`config.mk`:
```
export PLATFORM = sky130hd
export DESIGN_NAME = address_scanner
export DESIGN_NICKNAME = d
export VERILOG_FILES = /design/src/rtl/scanner_pkg.sv /design/src/rtl/scan_next_sel.sv /design/src/rtl/address_scanner.sv
export SDC_FILE = /design/constraint.sdc
export NUM_CORES = 1
export LEC_CHECK = 0
export CAP_MARGIN = 30
export CORE_AREA = 2 2 39 41
export CTS_BUF_LIST = sky130_fd_sc_hd__clkbuf_4 sky130_fd_sc_hd__clkbuf_8
export DETAILED_ROUTE_END_ITERATION = 10
export DIE_AREA = 0 0 41 43
export DONT_BUFFER_PORTS = 1
export PLACE_DENSITY = 0.6
export SYNTH_ARGS = -nofsm -noshare
export SYNTH_HDL_FRONTEND = slang
export SYNTH_HIERARCHICAL = 1
export SYNTH_SLANG_ARGS = --single-unit
```
`constraint.sdc`:
```
create_clock -name clk -period 1.87 [get_ports clk]
set_input_delay 0.374 -clock clk [delete_from_list [all_inputs] [get_ports clk]]
set_output_delay 0.374 -clock clk [all_outputs]
set_load 0.02 [all_outputs]
```
`src/rtl/scanner_pkg.sv`:
```
// Shared definitions for the address scanner: state encoding and width helpers.
package scanner_pkg;

    typedef enum logic [1:0] {
        IDLE  = 2'd0,
        SCAN  = 2'd1,
        BLANK = 2'd2,
        FAULT = 2'd3
    } state_e;

    // Width of a field holding 0..n-1; never narrower than one bit.
    function automatic int addr_w(input int n);
        return (n > 1) ? $clog2(n) : 1;
    endfunction

endpackage

```
`src/rtl/scan_next_sel.sv`:
```
// Combinational next-set-bit finder: picks the next enabled channel strictly above
// cur_addr_i (or the lowest enabled one when from_start_i), flagging wrap and empty mask.
import scanner_pkg::*;

module scan_next_sel #(
    parameter int NUM_OUTPUT = 4,
    parameter int ADDR_W     = addr_w(NUM_OUTPUT)
) (
    input  logic [NUM_OUTPUT-1:0] mask_i,
    input  logic [ADDR_W-1:0]     cur_addr_i,
    input  logic                  from_start_i,
    output logic [ADDR_W-1:0]     next_addr_o,
    output logic                  wrap_o,
    output logic                  none_o
);

    logic [ADDR_W-1:0] lo_addr;
    logic [ADDR_W-1:0] hi_addr;
    logic              found_lo;
    logic              found_hi;

    always_comb begin
        lo_addr  = '0;
        hi_addr  = '0;
        found_lo = 1'b0;
        found_hi = 1'b0;
        // Descending walk so the last hit is the lowest qualifying bit.
        for (int i = NUM_OUTPUT - 1; i >= 0; i--) begin
            if (mask_i[i]) begin
                lo_addr  = ADDR_W'(i);
                found_lo = 1'b1;
                if (ADDR_W'(i) > cur_addr_i) begin
                    hi_addr  = ADDR_W'(i);
                    found_hi = 1'b1;
                end
            end
        end
    end

    assign none_o      = !found_lo;
    assign next_addr_o = (found_hi && !from_start_i) ? hi_addr : lo_addr;
    assign wrap_o      = found_lo && !found_hi && !from_start_i;

endmodule

```
`src/rtl/address_scanner.sv`:
```
// Round-robin address source for the decoder with dwell timing and fault latching.
// Optional inter-channel blanking is compiled in with SCANNER_BLANKING_EN.
import scanner_pkg::*;

module address_scanner #(
    parameter int NUM_OUTPUT   = 4,
    parameter int DWELL_CYCLES = 4,
    parameter int BLANK_CYCLES = 1,
    parameter int ADDR_W       = addr_w(NUM_OUTPUT)
) (
    input  logic                  clk,
    input  logic                  rst_n,
    input  logic                  in_enable,
    input  logic [NUM_OUTPUT-1:0] in_mask,
    input  logic                  in_error,
    input  logic                  in_clear,
    output logic [ADDR_W-1:0]     out_address,
    output logic                  out_valid,
    output logic                  out_wrap,
    output logic                  out_fault
);

    localparam int DW = addr_w(DWELL_CYCLES);
    localparam logic [DW-1:0] DWELL_LAST = DW'(DWELL_CYCLES - 1);

    state_e            state_q;
    logic [ADDR_W-1:0] addr_q;
    logic              valid_q;
    logic              wrap_q;
    logic              fault_q;
    logic [DW-1:0]     dwell_q;

    logic [ADDR_W-1:0] sel_addr_d;
    logic              sel_wrap_d;
    logic              sel_none_d;

`ifdef SCANNER_BLANKING_EN
    localparam int BW = addr_w(BLANK_CYCLES);
    localparam logic [BW-1:0] BLANK_LAST = BW'(BLANK_CYCLES - 1);

    logic [BW-1:0]     blank_q;
    logic [ADDR_W-1:0] pend_addr_q;
    logic              pend_wrap_q;
`endif

    // Outside SCAN the selector searches from the bottom, giving the start address.
    scan_next_sel #(
        .NUM_OUTPUT (NUM_OUTPUT),
        .ADDR_W     (ADDR_W)
    ) u_sel (
        .mask_i       (in_mask),
        .cur_addr_i   (addr_q),
        .from_start_i (state_q != SCAN),
        .next_addr_o  (sel_addr_d),
        .wrap_o       (sel_wrap_d),
        .none_o       (sel_none_d)
    );

    always_ff @(posedge clk) begin
        if (!rst_n) begin
            state_q <= IDLE;
            addr_q  <= '0;
            valid_q <= 1'b0;
            wrap_q  <= 1'b0;
            fault_q <= 1'b0;
            dwell_q <= '0;
`ifdef SCANNER_BLANKING_EN
            blank_q     <= '0;
            pend_addr_q <= '0;
            pend_wrap_q <= 1'b0;
`endif
        end else begin
            wrap_q <= 1'b0;
            case (state_q)
                IDLE: begin
                    if (in_enable && !sel_none_d) begin
                        state_q <= SCAN;
                        addr_q  <= sel_addr_d;
                        valid_q <= 1'b1;
                        dwell_q <= '0;
                    end
                end
                SCAN: begin
                    if (in_error) begin
                        state_q <= FAULT;
                        valid_q <= 1'b0;
                        fault_q <= 1'b1;
                    end else if (!in_enable) begin
                        state_q <= IDLE;
                        valid_q <= 1'b0;
                    end else if (dwell_q == DWELL_LAST) begin
                        dwell_q <= '0;
                        if (sel_none_d) begin
                            state_q <= IDLE;
                            valid_q <= 1'b0;
                        end else begin
`ifdef SCANNER_BLANKING_EN
                            // Next channel is chosen now but only shown after the gap.
                            state_q     <= BLANK;
                            valid_q     <= 1'b0;
                            blank_q     <= '0;
                            pend_addr_q <= sel_addr_d;
                            pend_wrap_q <= sel_wrap_d;
`else
                            addr_q <= sel_addr_d;
                            wrap_q <= sel_wrap_d;
`endif
                        end
                    end else begin
                        dwell_q <= dwell_q + DW'(1);
                    end
                end
`ifdef SCANNER_BLANKING_EN
                BLANK: begin
                    if (!in_enable) begin
                        state_q <= IDLE;
                    end else if (blank_q == BLANK_LAST) begin
                        state_q <= SCAN;
                        addr_q  <= pend_addr_q;
                        valid_q <= 1'b1;
                        wrap_q  <= pend_wrap_q;
                        dwell_q <= '0;
                    end else begin
                        blank_q <= blank_q + BW'(1);
                    end
                end
`endif
                FAULT: begin
                    if (in_clear) begin
                        state_q <= IDLE;
                        fault_q <= 1'b0;
                    end
                end
                default: state_q <= IDLE;
            endcase
        end
    end

    assign out_address = addr_q;
    assign out_valid   = valid_q;
    assign out_wrap    = wrap_q;
    assign out_fault   = fault_q;

endmodule

```
==> flow_summary.yaml, run 1 <==
timing:
  slew_headroom: 0.706
  layout_min_cycle_time_ns: 1.56
  fmax_mhz: 641
  final-max-slew-violation-count: 0
  worst_slew_pin_slew_ns: 0.441
  finalSetupViolations: 0
  rsz0062_at_grt: "false"
  period_share: 0.834
  finClkSkew_ns: 0.00132
  final_hold_viol_count: 0
  setup_tns_ns: 0
pwr:
  combPwrFrac: 0.170
  p_int_mw: 0.343
  power_frac_seq: 0.480
  p_per_area_mw_per_mm2: 735
  ir_drop_uv: 390
  static-leakage-power_nw: 0.251
  power.switching_mw: 0.129
  swShare: 0.273
  pwr-share-clk: 0.349
setup_path:
  crit_required_ns: 2.04
  start_kind: "register"
  cp_max_fo: 10
  crit_buf_inv: 0
  crit_type: "reg -> reg"
  critPathCaptureType: "register"
  worstPathArrival_ns: 1.73
  crit_family: "flip-flops"
  crit_chain: "o21ai_0 > a2111oi_0 > nand3_1 > nor4_1"
  crit_slowest_cell: "dfxtp_1"
  cpPeakStageDelay_ns: 0.59
run_status:
  outcome: "finished, final reports clean"
synth:
  synth_edf_count: 0
  synth_flop_cell: "dfxtp_1"
  ys_ff_latch: 9
  synthTopCellsByArea: "dfxtp_1, mux2i_1, nand2_1"
  seq_area_frac_synth: 0.310
  syn-num-nets: 82
  synth_area_leader_cell: "dfxtp_1"
  yosysUniqueCellTypes: 32
  ys_warn_count: 6
  syn_avg_cell_area_um2: 8.06
  synthCells: 72
  syn-cell-area_um2: 581
  synthArstFlopShare: 0
  synth_top_area_share: 0.310
clock_network:
  cts_tree: "done"
  clock_latency_ns: 0.26
  post_cts_resized: 0
  cts.hold.buffers_added: 0
  cts_buffers: 3
  post_cts_buffers: 0
  path_clk_slew_ns: 0.06
  clock-sinks: 9
  clockRootBuffer: "clkbuf_4"
  clock_path_buffers: 2
  htreeDepth: 1
layout:
  post-route-util: 0.464
  antenna_cells: 0
  synthToLayoutAreaGrowth_pct: 10.6
  final_common_cell: "nand2_1"
  drive_above_1_share: 0.143
  fin_nets: 88
  final-instance-count-excl-fill: 93
  layout_common_cells: "nand2_1, dfxtp_1, nand2b_1, inv_1"
global_routing:
  grt_use_total: 0.164
  grt_pass1_vias: 479
  grt_pass1_wl_um: 1860
  antenna_found_initial: 0
  overflow: 0
  grt_max_degree: 14
die:
  core_mm2: 0.00138
  fp.dieH_um: 43
  num_rows: 14
  die_w_um: 41
  start_util: 0.420
  die-area_mm2: 0.00176
  ios: 14
drt:
  wl_per_cell_um: 12.9
  wl_um: 1200
  first_pass_iters: 4
  ant_nets: 0
  via_count: 545
  dr.first_iter.drc_count: 10
  drt-vias-per-instance: 5.86
  drcViolationCount: 0
place:
  dp_hpwl_um: 855
  globalplace.congestion: 0.712
  portBuffers: 0
  placed_cells: 89
worst_hold_path:
  min_path_type: "in -> reg"
job:
  maxCapViolCount: 0
[logic make-up after synthesis]
family	count (synthesis)	synth area share
compound gates	21	0.259
buf+inv	8	0.0582
flops	9	0.310
simple gates	29	0.282
mux	4	0.0690
fa+ha+maj	1	0.0215
[registers in the layout (all words and copies together), names as in the netlist]
register     flops
out_valid        1
out_wrap         1
out_fault        1
state_q          2
dwell_q          2
out_address      2
[worst reg2reg max path, cell delays in order, from the launching register on]
cell,delay [ns]
dfxtp_1,0.59
o21ai_0,0.13
a2111oi_0,0.43
nand3_1,0.13
nor4_1,0.19
[cell usage after synthesis (2+ instances only)]
library cell / number
dfxtp_1: 9
o21ai_0: 4
a211oi_1: 3
nand3_1: 2
nor4_1: 2
a21oi_1: 3
a21boi_1: 2
nand2_1: 10
nor2_1: 3
nand2b_1: 5
mux2i_1: 4
inv_1: 5
[power groups by stage]
stage | sequential (mW) | clock (mW) | combinational [mW]
3_5_place_dp | 0.231 | 0 | 0.0795
2_1_floorplan | 0.228 | 0 | 0.0699
6_report | 0.227 | 0.165 | 0.0802
3_3_place_gp | 0.231 | 0 | 0.0793
4_1_cts | 0.227 | 0.170 | 0.0801
5_1_grt | 0.229 | 0.186 | 0.0900
[metal layers]
metal,global-route usage,routed length [um]
met3,0.0576,91
met4,0.140,44
met5,0,0
met1,0.178,514
met2,0.238,546
[cell type report]
class,count,area (um^2)
fillers,141,742
inverters,6,22.5
multi-input cells,55,367
clock buffers,4,30.0
flip-flops and latches,9,180
well taps,16,20.0
repair buffers,3,22.5
[metrics by stage]
step                worst slack (ns)  power (mW)  hold slack (ns)  area [um^2]
floorplan                      0.450       0.298            0.442          581
global placement               0.300       0.310            0.451          612
detailed placement             0.329       0.311            0.462          612
CTS                            0.298       0.478            0.180          642
global route                  0.0521       0.505            0.181          642
finish                         0.309       0.472            0.183          642
[path summary, 6_finish.rpt]
check	from	slack, ns	end	cells past startpoint
worst max-delay path	out_address[1]	0.31	out_wrap	4
worst min-delay path	in_error	0.18	out_wrap	1
worst max register to register	out_address[1]	0.31	out_wrap	4
worst min register to register	dwell_q[0]	0.48	dwell_q[0]	2
No activity file was read; power rests on OpenSTA's default activity.
==> inputs of run 2 (changes only) <==
==> constraint.sdc (replaced) <==
create_clock -name clk -period 1.6 [get_ports clk]
set_input_delay 0.32 -clock clk [delete_from_list [all_inputs] [get_ports clk]]
set_output_delay 0.32 -clock clk [all_outputs]
set_load 0.02 [all_outputs]
==> run 2 against run 1 <==
Effect of this change: wire length up 6.2%; clock power up 18%; highest routed layer unchanged; largest power group unchanged; maximum frequency up 11%; hold slack worse by 0.054 ns; worst setup slack worse by 0.11 ns; sequential share of layout area down 0.64 points; non-clock buffer count up 2; register-to-register slack worse by 0.11 ns; sequential cell count unchanged; final cell count up 2.2%.
==> flow_summary.yaml, run 2 (synthesized netlist as in run 1, its figures left out) <==
die:
  die_w_um: 41
  ios: 14
  num_rows: 14
  start_util: 0.420
  fp.dieH_um: 43
  core_mm2: 0.00138
  die-area_mm2: 0.00176
drt:
  drt-vias-per-instance: 5.76
  dr.first_iter.drc_count: 16
  drcViolationCount: 0
  ant_nets: 0
  wl_um: 1270
  wl_per_cell_um: 13.4
  first_pass_iters: 4
  via_count: 547
layout:
  fin_nets: 90
  layout_common_cells: "nand2_1, dfxtp_1, nand2b_1, inv_1, buf_4"
  synthToLayoutAreaGrowth_pct: 13.1
  post-route-util: 0.475
  antenna_cells: 0
  n_fill_cell: 149
  final_common_cell: "nand2_1"
  drive_above_1_share: 0.165
pwr:
  p_total_mw: 0.558
  static-leakage-power_nw: 0.261
  ir_drop_uv: 481
  p_per_area_mw_per_mm2: 849
worst_hold_path:
  hp-start: "in_error"
  whs_path_depth: 1
  min_path_type: "in -> reg"
  hold-path-endpoint: "out_wrap"
timing:
  period_share: 0.876
  worst_slew_pin_slew_ns: 0.377
  finClkSkew_ns: 0.00368
  fmax_mhz: 713
  rsz0062_at_grt: "false"
  final-max-slew-violation-count: 0
  slew_headroom: 0.742
  finalSetupViolations: 0
  setup_tns_ns: 0
  layout_min_cycle_time_ns: 1.40
  final_hold_viol_count: 0
  whs_ns: 0.129
global_routing:
  antenna_found_initial: 0
  grt_pass1_wl_um: 2090
  grt_use_total: 0.177
  grt_max_degree: 14
  overflow: 0
  grt_pass1_vias: 518
clock_network:
  path_clk_slew_ns: 0.06
  htreeDepth: 1
  clock-sinks: 9
  clock_path_buffers: 2
  cts.hold.buffers_added: 0
  post_cts_resized: 0
  clock_latency_ns: 0.26
  cts_tree: "done"
  clockRootBuffer: "clkbuf_4"
  cts_buffers: 3
  post_cts_buffers: 0
run_status:
  outcome: "finished, final reports clean"
setup_path:
  regToRegSetupSlack_ns: 0.20
  critPathCaptureType: "register"
  crit_type: "reg -> reg"
  reg2reg_to: "out_address[0]"
  worstPathArrival_ns: 1.59
  start_kind: "register"
  r2r-start: "state_q[1]"
  r2r_cells: 6
  cp_max_fo: 11
  crit_required_ns: 1.79
place:
  dp_hpwl_um: 935
  globalplace.congestion: 0.767
  portBuffers: 0
job:
  maxCapViolCount: 0
## run 2: cell types whose count changed in the layout (fill, tap and decap cells not counted)
cell   change
buf_4      +2
## run 2: worst max path at each step
stage / startpoint / end / slack [ns]
after global routing: out_address[1] / out_wrap / 0.04
final: state_q[1] / out_address[0] / 0.20
after global placement: state_q[1] / out_address[0] / 0.17
after detailed placement: state_q[1] / out_address[0] / 0.21
after CTS: state_q[1] / out_address[0] / 0.19
after floorplan: state_q[1] / out_address[0] / 0.20
## run 2: critical path: stages (launching register included)
cell and delay, ns:
dfxtp_1 0.33, nand2b_4 0.18, nor2_1 0.06, a211o_2 0.32
a211oi_1 0.25, nand2_1 0.07, mux2i_1 0.12
## run 2: layer usage
metal	GRT usage	vias to the layer above	share of wire
met2	0.253	15	0.45
met5	0	-	0
met4	0.100	0	0.014
met3	0.0785	2	0.060
li1	-	275	-
met1	0.211	255	0.47
## run 2: layout make-up
type | instances | area, um^2 | area share
timing repair buffer | 5 | 37.5 | 0.0571
clock buffer | 4 | 30.0 | 0.0457
tap | 16 | 20.0 | 0.0305
sequential | 9 | 180 | 0.274
inverter | 6 | 22.5 | 0.0343
multi-input combinational | 55 | 367 | 0.558
## run 2: power by group
part	internal (mW)	total [mW]	switching, mW
registers	0.239	0.260	0.0210
logic	0.0527	0.104	0.0514
clock network	0.113	0.194	0.0809
## run 2: stage by stage
step	std cells	setup WS [ns]	area, um^2
floorplan	72	0.196	581
global placement	91	0.174	627
detailed placement	91	0.215	627
CTS	95	0.185	657
global route	95	0.0386	657
finish	95	0.198	657
